## config.mk

```make
export PLATFORM = sky130hd
export DESIGN_NAME = uart_block_tx_ctrl_flat
export DESIGN_NICKNAME = d
export VERILOG_FILES = /design/src/rtl/uart_pkg.sv /design/src/rtl/uart_block_tx_ctrl_if.sv /design/src/rtl/uart_done_edge.sv /design/src/rtl/uart_block_tx_ctrl.sv /design/src/flat_wrapper.sv
export SDC_FILE = /design/constraint.sdc
export NUM_CORES = 1
export LEC_CHECK = 0
export ABC_AREA = 1
export BUFFER_PORTS_ARGS = -buffer_cell sky130_fd_sc_hd__buf_2
export CAP_MARGIN = 0
export CORE_MARGIN = 2
export CORE_UTILIZATION = 51
export DETAILED_ROUTE_END_ITERATION = 8
export GPL_ROUTABILITY_DRIVEN = 0
export PLACE_DENSITY = 0.8
export SETUP_SLACK_MARGIN = 0.2
export SKIP_CTS_REPAIR_TIMING = 1
export SLEW_MARGIN = 20
export SYNTH_ARGS = -nofsm -noshare
export SYNTH_HDL_FRONTEND = slang
export SYNTH_HIERARCHICAL = 1
export SYNTH_SLANG_ARGS = --single-unit
```

## constraint.sdc

```tcl
create_clock -name clk -period 1.94 [get_ports clk]
set_clock_uncertainty 0.2 [all_clocks]
set_input_delay 0.097 -clock clk [delete_from_list [all_inputs] [get_ports clk]]
set_output_delay 0.097 -clock clk [all_outputs]
set_load 0.01 [all_outputs]
```

## src/rtl/uart_pkg.sv

```systemverilog
// Shared definitions for the UART transmit path: controller state
// encoding, byte width and the transmitter's sample-tick constants.
package uart_pkg;

   localparam int BYTE_W = 8;

   // Transmitter oversampling: ticks per bit and the matching counter width.
   localparam int TX_OVERSAMPLE = 16;
   localparam int TX_TICK_W     = $clog2(TX_OVERSAMPLE);

   typedef enum logic [2:0] {
      ST_IDLE   = 3'd0,
      ST_SEND   = 3'd1,
      ST_WAIT   = 3'd2,
      ST_GAP    = 3'd3,
      ST_FINISH = 3'd4
   } state_t;

endpackage

```

## src/rtl/uart_block_tx_ctrl_if.sv

```systemverilog
// Block-in / byte-out bundle between the block producer, the block
// transmit controller and the byte-wide UART transmitter.
interface uart_block_tx_ctrl_if #(
   parameter int NBYTES = 16
) ();

   logic                               blk_valid;
   logic [uart_pkg::BYTE_W*NBYTES-1:0] blk_data;
   logic                               blk_ready;
   logic                               tx_start;
   logic [uart_pkg::BYTE_W-1:0]        tx_data;
   logic                               tx_done;
   logic                               busy;
   logic [4:0]                         byte_idx;
   logic                               blk_done;
   logic                               timeout_err;

   // Controller side: drives the transmitter and the status outputs.
   modport master (
      input  blk_valid, blk_data, tx_done,
      output blk_ready, tx_start, tx_data, busy, byte_idx, blk_done, timeout_err
   );

   // Environment side: block producer plus transmitter.
   modport slave (
      output blk_valid, blk_data, tx_done,
      input  blk_ready, tx_start, tx_data, busy, byte_idx, blk_done, timeout_err
   );

endinterface

```

## src/rtl/uart_done_edge.sv

```systemverilog
// Rising-edge detector for the transmitter's done line. The history
// register resets high so a line already high out of reset is not an event.
module uart_done_edge (
   input  logic clk,
   input  logic reset,
   input  logic done_i,
   output logic event_o
);

   logic done_q;

   // Registered copy of the done line for edge detection.
   always_ff @(posedge clk or negedge reset) begin
      if (!reset) done_q <= 1'b1;
      else        done_q <= done_i;
   end

   assign event_o = done_i & ~done_q;

endmodule

```

## src/rtl/uart_block_tx_ctrl.sv

```systemverilog
// Feeds a multi-byte block into the byte-wide UART transmitter one byte
// at a time, waiting for each byte's done edge, with an optional inter-byte
// gap and a per-byte timeout that abandons the rest of the block.
module uart_block_tx_ctrl
   import uart_pkg::*;
#(
   parameter int NBYTES         = 16,
   parameter bit MSB_FIRST      = 1'b1,
   parameter int GAP_CYCLES     = 0,
   parameter int TIMEOUT_CYCLES = 1048576
) (
   input logic                 clk,
   input logic                 reset,
   uart_block_tx_ctrl_if.master bus
);

   localparam int                BLK_W    = BYTE_W * NBYTES;
   localparam int                TO_W     = $clog2(TIMEOUT_CYCLES);
   localparam logic [TO_W-1:0]   TO_LAST  = TO_W'(TIMEOUT_CYCLES - 1);
   localparam logic [7:0]        GAP_LAST = 8'(GAP_CYCLES - 1);
   localparam logic [4:0]        IDX_LAST = 5'(NBYTES - 1);

   state_t              state_q, state_d;
   logic [BLK_W-1:0]    shreg_q, shreg_d;
   logic [4:0]          idx_q, idx_d;
   logic [TO_W-1:0]     to_cnt_q, to_cnt_d;
   logic [7:0]          gap_cnt_q, gap_cnt_d;
   logic                tx_start_q, tx_start_d;
   logic [BYTE_W-1:0]   tx_data_q, tx_data_d;
   logic                blk_done_q, blk_done_d;
   logic                to_err_q, to_err_d;
   logic                done_evt;

   uart_done_edge u_done_edge (
      .clk     (clk),
      .reset   (reset),
      .done_i  (bus.tx_done),
      .event_o (done_evt)
   );

   function automatic logic [BYTE_W-1:0] head_byte(input logic [BLK_W-1:0] v);
      return MSB_FIRST ? v[BLK_W-1 -: BYTE_W] : v[BYTE_W-1:0];
   endfunction

   function automatic logic [BLK_W-1:0] advance(input logic [BLK_W-1:0] v);
      return MSB_FIRST ? (v << BYTE_W) : (v >> BYTE_W);
   endfunction

   // State, datapath and registered outputs.
   always_ff @(posedge clk or negedge reset) begin
      if (!reset) begin
         state_q    <= ST_IDLE;
         shreg_q    <= '0;
         idx_q      <= '0;
         to_cnt_q   <= '0;
         gap_cnt_q  <= '0;
         tx_start_q <= 1'b0;
         tx_data_q  <= '0;
         blk_done_q <= 1'b0;
         to_err_q   <= 1'b0;
      end else begin
         state_q    <= state_d;
         shreg_q    <= shreg_d;
         idx_q      <= idx_d;
         to_cnt_q   <= to_cnt_d;
         gap_cnt_q  <= gap_cnt_d;
         tx_start_q <= tx_start_d;
         tx_data_q  <= tx_data_d;
         blk_done_q <= blk_done_d;
         to_err_q   <= to_err_d;
      end
   end

   // Next-state logic; outputs are decoded from the next state so they
   // appear registered in the same cycle as the state they belong to.
   always_comb begin
      state_d   = state_q;
      shreg_d   = shreg_q;
      idx_d     = idx_q;
      to_cnt_d  = to_cnt_q;
      gap_cnt_d = gap_cnt_q;
      to_err_d  = to_err_q;
      unique case (state_q)
         ST_IDLE: begin
            if (bus.blk_valid) begin
               shreg_d  = bus.blk_data;
               idx_d    = '0;
               to_err_d = 1'b0;
               state_d  = ST_SEND;
            end
         end
         ST_SEND: begin
            to_cnt_d = '0;
            state_d  = ST_WAIT;
         end
         ST_WAIT: begin
            to_cnt_d = to_cnt_q + 1'b1;
            if (done_evt) begin
               if (idx_q == IDX_LAST) begin
                  state_d = ST_FINISH;
               end else begin
                  shreg_d   = advance(shreg_q);
                  idx_d     = idx_q + 5'd1;
                  gap_cnt_d = '0;
                  state_d   = (GAP_CYCLES > 0) ? ST_GAP : ST_SEND;
               end
            end else if (to_cnt_q == TO_LAST) begin
               to_err_d = 1'b1;
               state_d  = ST_IDLE;
            end
         end
         ST_GAP: begin
            if (gap_cnt_q == GAP_LAST) state_d = ST_SEND;
            else                       gap_cnt_d = gap_cnt_q + 8'd1;
         end
         ST_FINISH: state_d = ST_IDLE;
         default:   state_d = ST_IDLE;
      endcase
      tx_start_d = (state_d == ST_SEND);
      tx_data_d  = tx_start_d ? head_byte(shreg_d) : tx_data_q;
      blk_done_d = (state_d == ST_FINISH);
   end

   assign bus.blk_ready   = (state_q == ST_IDLE);
   assign bus.busy        = (state_q != ST_IDLE);
   assign bus.tx_start    = tx_start_q;
   assign bus.tx_data     = tx_data_q;
   assign bus.byte_idx    = idx_q;
   assign bus.blk_done    = blk_done_q;
   assign bus.timeout_err = to_err_q;

endmodule

```

## src/flat_wrapper.sv

```systemverilog
// flat-port wrapper written by rule: the top's interface ports become plain ports
module uart_block_tx_ctrl_flat import uart_pkg::*;
#(
   parameter int NBYTES         = 16,
   parameter bit MSB_FIRST      = 1'b1,
   parameter int GAP_CYCLES     = 0,
   parameter int TIMEOUT_CYCLES = 1048576
)
  (clk, reset, bus_blk_valid, bus_blk_data, bus_tx_done, bus_blk_ready, bus_tx_start, bus_tx_data, bus_busy, bus_byte_idx, bus_blk_done, bus_timeout_err);
  uart_block_tx_ctrl_if #(.NBYTES(NBYTES)) bus_i ();
  input logic clk;
  input logic reset;
  input wire logic [$bits(bus_i.blk_valid)-1:0] bus_blk_valid;
  input wire logic [$bits(bus_i.blk_data)-1:0] bus_blk_data;
  input wire logic [$bits(bus_i.tx_done)-1:0] bus_tx_done;
  output wire logic [$bits(bus_i.blk_ready)-1:0] bus_blk_ready;
  output wire logic [$bits(bus_i.tx_start)-1:0] bus_tx_start;
  output wire logic [$bits(bus_i.tx_data)-1:0] bus_tx_data;
  output wire logic [$bits(bus_i.busy)-1:0] bus_busy;
  output wire logic [$bits(bus_i.byte_idx)-1:0] bus_byte_idx;
  output wire logic [$bits(bus_i.blk_done)-1:0] bus_blk_done;
  output wire logic [$bits(bus_i.timeout_err)-1:0] bus_timeout_err;
  assign bus_i.blk_valid = bus_blk_valid;
  assign bus_i.blk_data = bus_blk_data;
  assign bus_i.tx_done = bus_tx_done;
  assign bus_blk_ready = bus_i.blk_ready;
  assign bus_tx_start = bus_i.tx_start;
  assign bus_tx_data = bus_i.tx_data;
  assign bus_busy = bus_i.busy;
  assign bus_byte_idx = bus_i.byte_idx;
  assign bus_blk_done = bus_i.blk_done;
  assign bus_timeout_err = bus_i.timeout_err;
  uart_block_tx_ctrl #(.NBYTES(NBYTES), .MSB_FIRST(MSB_FIRST), .GAP_CYCLES(GAP_CYCLES), .TIMEOUT_CYCLES(TIMEOUT_CYCLES)) u_core (.clk(clk), .reset(reset), .bus(bus_i));
endmodule
```

### Yosys cells after proc, flatten, opt, wreduce, memory -nomap -nowiden

Index checks and enable logic that the tools add are counted.
W data, S select, Z words.

* flip-flop bits (word level): 176
* bits in latches: 0
* memory bits (writable): 0
* ROM bits: 0
* bits of input ports: 132
* output and inout port bits: 18
* memories: 0

* add/subtract/negate cells: 3
* $mul: 0
* div/mod/pow operators: 0
* $lt $le $gt $ge: 0
* equal/unequal tests: 14
* shift-type cells: 0
* mux-type cells: 23
* bitwise logic cells: 2
* reductions and logical operators: 8

Operators by type and width (count)
* $mux W128: 3
* $pmux W128 S2: 1
* $pmux W20 S2: 1
* $mux W8: 3
* $add A20 B1 Y20 const B: 1
* $eq A20 B20 Y1 const B: 1
* $pmux W8 S2: 1
* $mux W3: 5
* $mux W5: 3
* $pmux W3 S4: 1
* $reduce_and A4 Y1: 3
* $pmux W5 S2: 1
* $add A8 B1 Y8 const B: 1
* $eq A8 B8 Y1 const B: 1
* $ne A2 B2 Y1 const B: 4
* $eq A3 B1 Y1 const B: 2
* $eq A3 B2 Y1 const B: 2
* $reduce_bool A2 Y1: 3
* $add A5 B1 Y5 const B: 1
* $eq A5 B4 Y1 const B: 1
* $ne A2 B1 Y1 const B: 2
* $eq A3 B3 Y1 const B: 1
* $logic_not A3 Y1: 1
* $mux W1: 3
* 4 further kinds: 4

### Longest topological paths before layout

Gate-level depths: netlist of run 1.

* depth after elaboration: 5
* depth in mapped cells: 12

### Cells and area by module

The synthesis of run 1 kept the hierarchy.

Modules (own cells, without submodules)
* uart_block_tx_ctrl: instances 1, cells an instance 861, area each 8369.3 um2, sequential area each 4379.2 um2
* uart_done_edge: instances 1, cells an instance 3, area each 36.3 um2, sequential area each 26.3 um2

### Worst setup path after synthesis of run 1

OpenSTA, ideal clock, no wires.

* kind: register to register
* start: reg u_core.idx_q[0] (netlist: u_core/bus.byte_idx[0])
* end: reg u_core.tx_data_q[0] (netlist: u_core/bus.tx_data[0])
* library setup time: 0.118 ns
* data arrival time: 1.765 ns
* setup slack: -0.144 ns
* stages on the path, launching flop included: 13
* cells stage by stage: dfrtp_1 > ha_1 > inv_1 > nor3_1 > ha_1 > nor2_1 > nand3_2 > nand2_2 > inv_2 > nand2_2 > nand3_2 > nand2_1 > nand2_1

* longest elaborated chain between the ends: 5

RTL lines
* from (decl): line uart_block_tx_ctrl.sv:25 `logic [4:0] idx_q, idx_d;`
* from (signal assigned): line uart_block_tx_ctrl.sv:64 `idx_q <= idx_d;`
* $eq A5 B4 Y1: line uart_block_tx_ctrl.sv:99 `if (idx_q == IDX_LAST) begin`
* $mux W3: line uart_block_tx_ctrl.sv:99
* $mux W3: line uart_block_tx_ctrl.sv:98 `if (done_evt) begin`
* $pmux W3 S4: line uart_block_tx_ctrl.sv:83 `unique case (state_q)`
* named net u_core.state_d[0]: line uart_block_tx_ctrl.sv:23 `state_t state_q, state_d;`
* $eq A3 B1 Y1: line uart_block_tx_ctrl.sv:119 `tx_start_d = (state_d == ST_SEND);`
* to (signal assigned): line uart_block_tx_ctrl.sv:68 `tx_data_q <= tx_data_d;`
* to (decl): line uart_block_tx_ctrl.sv:29 `logic [BYTE_W-1:0] tx_data_q, tx_data_d;`

The timed path passes the listed nets, and every way through them passes these cells. The select of a mux whose other input is x is not followed.
A chain may end at the register's enable or synchronous reset.

### Final worst setup path of run 1

* start: reg u_core.idx_q[0] (netlist: u_core/bus.byte_idx[0])
* end: reg u_core.shreg_q[67]

* longest elaborated chain between the ends: 3

RTL lines
* $eq A5 B4 Y1: line uart_block_tx_ctrl.sv:99
* $ne A2 B2 Y1 (no line)
* $reduce_and A4 Y1 (no line)
* to (signal assigned): line uart_block_tx_ctrl.sv:63 `shreg_q <= shreg_d;`
* to (decl): line uart_block_tx_ctrl.sv:24 `logic [BLK_W-1:0] shreg_q, shreg_d;`

No other way between the ends.

==> results.cfg, run 1 <==
[floorplanning]
die_w_um = 132
die_h_um = 132
io_pins = 150
start_util_pct = 52.5
core-area_sq_um = 16000
dieArea_sq_um = 17500
rows = 46

[synth]
yosysMostFrequentCell = nand2_1
netlist.area_leader.share_pct = 52.1
synth-main-ff-cell = dfrtp_1
synth_edf_count = 0
ys_top_cells_by_count = nand2_1 (319), dfrtp_1 (175), a22oi_2 (100)
synth_area_sq_um = 8410
seq_area_frac_synth_pct = 52.4
syn_avg_cell_area_sq_um = 9.73
synthMuxAreaShare_pct = 0
synth_top_family_by_area = simple AND/OR/NAND/NOR gates
yosys.area_share.simple_pct = 21.1
yosys_warnings = 6
synth_compound_area_share_pct = 19.8
synthAdderAreaFrac_pct = 0.595
synth-xor-area-share_pct = 0.313
synth.distinct_cells = 38
ys_seq_elements = 176
synthTopCellsByArea = dfrtp_1 (52%), a22oi_2 (15%), nand2_1 (14%)
syn-num-nets = 1000
yosysTopAreaCell = dfrtp_1
syn_inst = 864
ys_async_sr_fraction_pct = 100

[timing]
maxSlewHeadroom_pct = 65.8
postLayoutSetupSlackWorst_ns = -0.195
layout_min_cycle_time_ns = 2.13
hold_slack_ns = -0.0123
max_freq_mhz = 468
hold_viol_final = 22
tightest_slew_ns = 0.513
drv_slew = 0
period_share_pct = 110
setup_viol = 136
grt_setup_unrepaired = true

[detailed_routing]
routed_via_density = 5.59
num_vias = 7900
ant_nets = 0
post_drt_wl_per_cell_um = 18.8
detail_route.iter0.violations = 588
dr.pass1.iters = 6
wl_mm = 26.5
drc = 0

[outcome]
violations = negative hold slack, negative setup slack
status = complete, but fails checks

[critical_path]
slowest_stage = dfrtp_1
critical-path-max-stage-delay_ns = 0.35
crit_start = u_core/bus.byte_idx[0]
ff2ff_setup_slack_ns = -0.19
rr_startpoint = u_core/bus.byte_idx[0]
crit_path_end_kind = register
required_ns = 2.04
path_cells = ha_2 -> inv_2 -> nor3_2 -> ha_2 -> inv_2 -> nand2_2 -> nor2_4 -> buf_12 -> buf_4 -> a22oi_2 -> nand2_1
path_max_fanout = 17
critical_path_class = register to register
startpoint_type = register
cp.arrival_ns = 2.23

[global_route]
grt_pass1_vias = 6860
grt_start_max_net_pins = 49
grt-ovfl-total = 0
grt_pass1_wl_mm = 34.5
antenna_found_initial = 3
track_usage_pct = 24.5

[cts]
root_buffer = clkbuf_16
cts_max_path_buffers = 2
cts_tree = yes
cts_sinks = 176
clk_latency_ns = 0.44
cts.clk_slew.worst_paths_ns = 0.07
cts_made_buffers = 17
htree_levels = 4

[layout]
multi_input_area_sq_um = 3670
nets = 1316
syn2layout_area_growth_pct = 42.4
n_fill_cell = 1054
drive_above_1_share_pct = 32.4
regArea_sq_um = 4410

[worst_hold_path]
min_path_type = input pin to async pin

[pwr]
switchingPower_mw = 6.06
powerDensity_nw_per_um2 = 1330
vdd_ir_drop_max_mv = 0.771
p_seq_share_pct = 39.5
internal-power_mw = 9.83
finalPower_mw = 15.9
p_clk_share_pct = 23.2
leakage_nw = 5.79
sw_frac_of_total_pct = 38.2
power_frac_comb_pct = 37.2

[placement]
io_buffers = 149
hpwl_mm = 14.4
dp_worst_setup_slack_ns = -0.0980

[run]
cap_violations = 0
## layer usage
metal | wire length, um | GRT usage (%)
met5 | 0 | 0
met4 | 1300 | 8.30
met3 | 1490 | 4.46
met2 | 13700 | 39.9
met1 | 10000 | 33.2
## through the flow
| stage | area (sq um) | std cells | utilization (%) | TNS [ns] | hold slack, ns |
|---|---|---|---|---|---|
| after floorplan | 8550 | 864 | - | -4.20 | -0.399 |
| after global placement | 9740 | 1234 | 60.9 | -0.471 | -0.112 |
| final | 12000 | 1412 | 74.8 | -7.77 | -0.0123 |
| after CTS | 10400 | 1266 | 64.8 | -5.15 | -0.567 |
| after global routing | 12000 | 1412 | 74.8 | -18.08 | 0.0408 |
| after detailed placement | 9740 | 1234 | 60.9 | -2.90 | -0.108 |
## power by group through the flow
| stage | Sequential, mW | Clock [mW] | Combinational, mW |
|---|---|---|---|
| floorplan | 5.97 | 0 | 3.59 |
| global placement | 6.15 | 0 | 4.86 |
| detailed placement | 6.18 | 0 | 5.05 |
| CTS | 6.16 | 3.72 | 5.09 |
| global route | 6.37 | 3.88 | 6.45 |
| finish | 6.28 | 3.69 | 5.92 |
## worst max-delay path: cells and delay by family (launching register included)
| kind | cells | cell delay [ns] |
|---|---|---|
| DFF | 1 | 0.35 |
| AOI/OAI and AO/OA | 1 | 0.21 |
| and+or+nand+nor | 4 | 0.35 |
| buffers and inverters | 4 | 0.48 |
| adders and majority gates | 2 | 0.40 |
## final cells by class
cell class | instances | share of cell area (%)
clock buffers | 17 | 3.55
repair buffers | 339 | 23.4
flip-flops and latches | 176 | 36.8
inverters | 47 | 1.58
diodes | 3 | 0.0627
clock inverters | 15 | 1.71
well taps | 216 | 2.26
multi-input cells | 599 | 30.6
## final timing paths
path,to,cells after the start
max reg2reg,u_core/shreg_q[67],11
min reg2reg,u_core/shreg_q[41],2
min in group clk,u_core/shreg_q[104],5
max,u_core/shreg_q[67],11
max in group asynchronous,u_core/shreg_q[57],3
min,u_core/bus.tx_data[5],2
## state kept, by name (all words and copies together), names as in the netlist
register and flops:
u_core/bus.blk_done 1, u_core/bus.byte_idx 5, u_core/gap_cnt_q 8, u_core/to_cnt_q 20, u_core/state_q 3, u_core/bus.timeout_err 1
u_core/bus.tx_data 8, u_core/u_done_edge/done_q 1, u_core/shreg_q 128, u_core/bus.tx_start 1
## layout by cell type (no fill, tap or decap), drive strengths merged
master	n
nand2	324
dfrtp	175
clkinvlp	3
nor2	31
or2	1
a21o	2
clkbuf	19
xor2	3
o31ai	2
dfstp	1
diode	3
ha	4
o211ai	1
and2	1
inv	50
a22o	10
o21ai	21
o22ai	2
dlygate4sd3	130
a31oi	2
a22oi	110
nor3b	2
a211oi	1
nor3	9
a21oi	11
a32o	1
nand4	11
nand3	50
bufinv	4
buf	207
clkinv	5
## cell families (layout without fill, tap and decap cells)
logic type               after synthesis  after routing
adder cells (fa/ha/maj)                4              4
other                                  0              3
flip-flops                           176            176
AND/OR/NAND/NOR                      428            429
buffers and inverters                 90            418
AO/OA/AOI/OAI                        163            163
XOR/XNOR                               3              3
Note: power is estimated with default switching activity, not from simulation.
==> run 2: changes to the inputs <==
==> constraint.sdc (replaced) <==
create_clock -name clk -period 1.94 [get_ports clk]
set_clock_uncertainty 0.2 [all_clocks]
set_input_delay 0.388 -clock clk [delete_from_list [all_inputs] [get_ports clk]]
set_output_delay 0.388 -clock clk [all_outputs]
set_load 0.01 [all_outputs]
==> run 2 against run 1 <==
Effect of this change:
- the run still ends with negative hold slack, negative setup slack left
- combinational power grew 2%
- sequential power is essentially flat
- highest routed layer unchanged
- register-to-register slack gained 0.04 ns
- critical path depth is the same
- largest power group unchanged
==> results.cfg, run 2 (synthesized netlist as in run 1, its figures left out) <==
[detailed_routing]
routed_via_density = 5.53
drc = 0
detail_route.iter0.violations = 646
post_drt_wl_per_cell_um = 18.4
num_vias = 7813
ant_nets = 0
wl_mm = 25.9
dr.pass1.iters = 5

[run]
cap_violations = 0

[worst_hold_path]
holdPathStages = 3
min_to = u_core/shreg_q[104]
min_path_type = input pin to register
min_from = bus_blk_data[104]

[layout]
syn2layout_area_growth_pct = 43.2
largest_reg_flops = 128
nets = 1317
fin_util_pct = 75.2
regMostFlops = u_core/shreg_q
largestRegisters = u_core/shreg_q x128, u_core/to_cnt_q x20
final_common_cell = nand2_1
drive_above_1_share_pct = 35.8
final_cell_mix = nand2_1 (304), dfrtp_1 (175), buf_2 (147)
instances_no_fill = 1413

[timing]
layout_min_cycle_time_ns = 2.10
maxSlewHeadroom_pct = 71.3
drv_slew = 0
max_freq_mhz = 477
grt_setup_unrepaired = true
postLayoutSetupSlackWorst_ns = -0.156
hold_slack_ns = -0.0301
hold_viol_final = 3
tightest_slew_ns = 0.431
period_share_pct = 108
setup_viol = 135

[cts]
cts_sinks = 176
htree_levels = 4
cts.clk_slew.worst_paths_ns = 0.07
root_buffer = clkbuf_16
cts_made_buffers = 17
clk_latency_ns = 0.44
cts_max_path_buffers = 2
cts_tree = yes

[critical_path]
ff2ff_setup_slack_ns = -0.16
rr_startpoint = u_core/bus.byte_idx[1]
required_ns = 2.11
critPathTopFamily = buffers and inverters
startpoint_type = register
crit_path_end_kind = register
path_cells = ha_2 -> inv_2 -> nor3_2 -> ha_2 -> inv_2 -> nand2_2 -> nor2_4 -> buf_12 -> buf_12 -> a22oi_2 -> nand2_1
critical-path-max-stage-delay_ns = 0.39
cp.arrival_ns = 2.26
r2r_cells = 11
path_buf_inv = 4
critical_path_class = register to register
path_max_fanout = 24
slowest_stage = dfrtp_1
worstReg2RegEnd = u_core/shreg_q[59]

[floorplanning]
die_h_um = 132
start_util_pct = 52.5
die_w_um = 132
io_pins = 150
core-area_sq_um = 16000
dieArea_sq_um = 17500
rows = 46

[pwr]
power_frac_comb_pct = 38.0
sw_frac_of_total_pct = 38.0
internal-power_mw = 9.86
p_seq_share_pct = 39.3
switchingPower_mw = 6.05
powerDensity_nw_per_um2 = 1320
p_clk_share_pct = 22.7
vdd_ir_drop_max_mv = 1.03
leakage_nw = 5.85

[placement]
place_inst = 1237
io_buffers = 149
hpwl_mm = 14.2
dp_worst_setup_slack_ns = -0.0575

[global_route]
grt_pass1_vias = 6812
grt_pass1_wl_mm = 33.9
antenna_found_initial = 2
grt_start_max_net_pins = 50
grt-ovfl-total = 0
track_usage_pct = 23.9

[outcome]
violations = negative hold slack, negative setup slack
status = complete, but fails checks
-- run 2: cell types whose count changed in the layout (fill, tap and decap cells not counted), moves of 8 or more --
cell and delta:
nand2_1 -13, nand3_2 +8, nand2_2 +11, dlygate4sd3_1 -14, buf_4 +13
-- run 2: power by group through the flow --
stage,sequential (mW),combinational [mW],clock [mW]
finish,6.26,6.04,3.61
floorplan,5.97,3.59,0
detailed placement,6.16,4.88,0
global placement,6.14,4.74,0
global route,6.39,6.60,3.80
CTS,6.13,4.91,3.60
-- run 2: per-stage QoR --
| step | total power, mW | hold slack (ns) | area (sq um) | TNS (ns) |
|---|---|---|---|---|
| after floorplan | 9.56 | -0.108 | 8550 | -4.20 |
| after global placement | 10.9 | 0.132 | 9700 | -0.0317 |
| after detailed placement | 11.0 | 0.131 | 9700 | -1.96 |
| after CTS | 14.7 | -0.330 | 10300 | -4.15 |
| after global routing | 16.8 | 0.00181 | 12000 | -25.88 |
| final | 15.9 | -0.0301 | 12000 | -12.13 |
-- run 2: worst min-delay path: stages --
cell     delay, ns
buf_2         0.08
nand2_1       0.04
nand3_1       0.06
-- run 2: cell type report --
class	instances	area (sq um)
Antenna cell	3	7.51
Multi-Input combinational cell	600	3780
Fill cell	1024	3960
Inverter	47	196
Tap cell	216	270
Sequential cell	176	4410
Clock inverter	13	163
Timing Repair Buffer	339	2770
Clock buffer	19	453
-- run 2: layer usage --
metal  vias up  share of wire, %  track usage [%]
li1       3570                 -                -
met1      3799                39             32.1
met2       366                52             37.9
met3        78               5.7             6.23
met4         0               3.2             8.18
met5         -                 0                0
-- run 2: worst max-delay path by stage --
stage,cells after the start,slack (ns),to,from
floorplan,12,-0.04,u_core/shreg_q[43],u_core/bus.byte_idx[0]
global placement,12,-0.01,u_core/bus.tx_data[7],u_core/bus.byte_idx[1]
detailed placement,11,-0.06,u_core/bus.byte_idx[3],u_core/bus.byte_idx[1]
CTS,11,-0.1,u_core/bus.byte_idx[3],u_core/bus.byte_idx[1]
global route,11,-0.28,u_core/bus.byte_idx[3],u_core/bus.byte_idx[1]
finish,11,-0.16,u_core/shreg_q[59],u_core/bus.byte_idx[1]
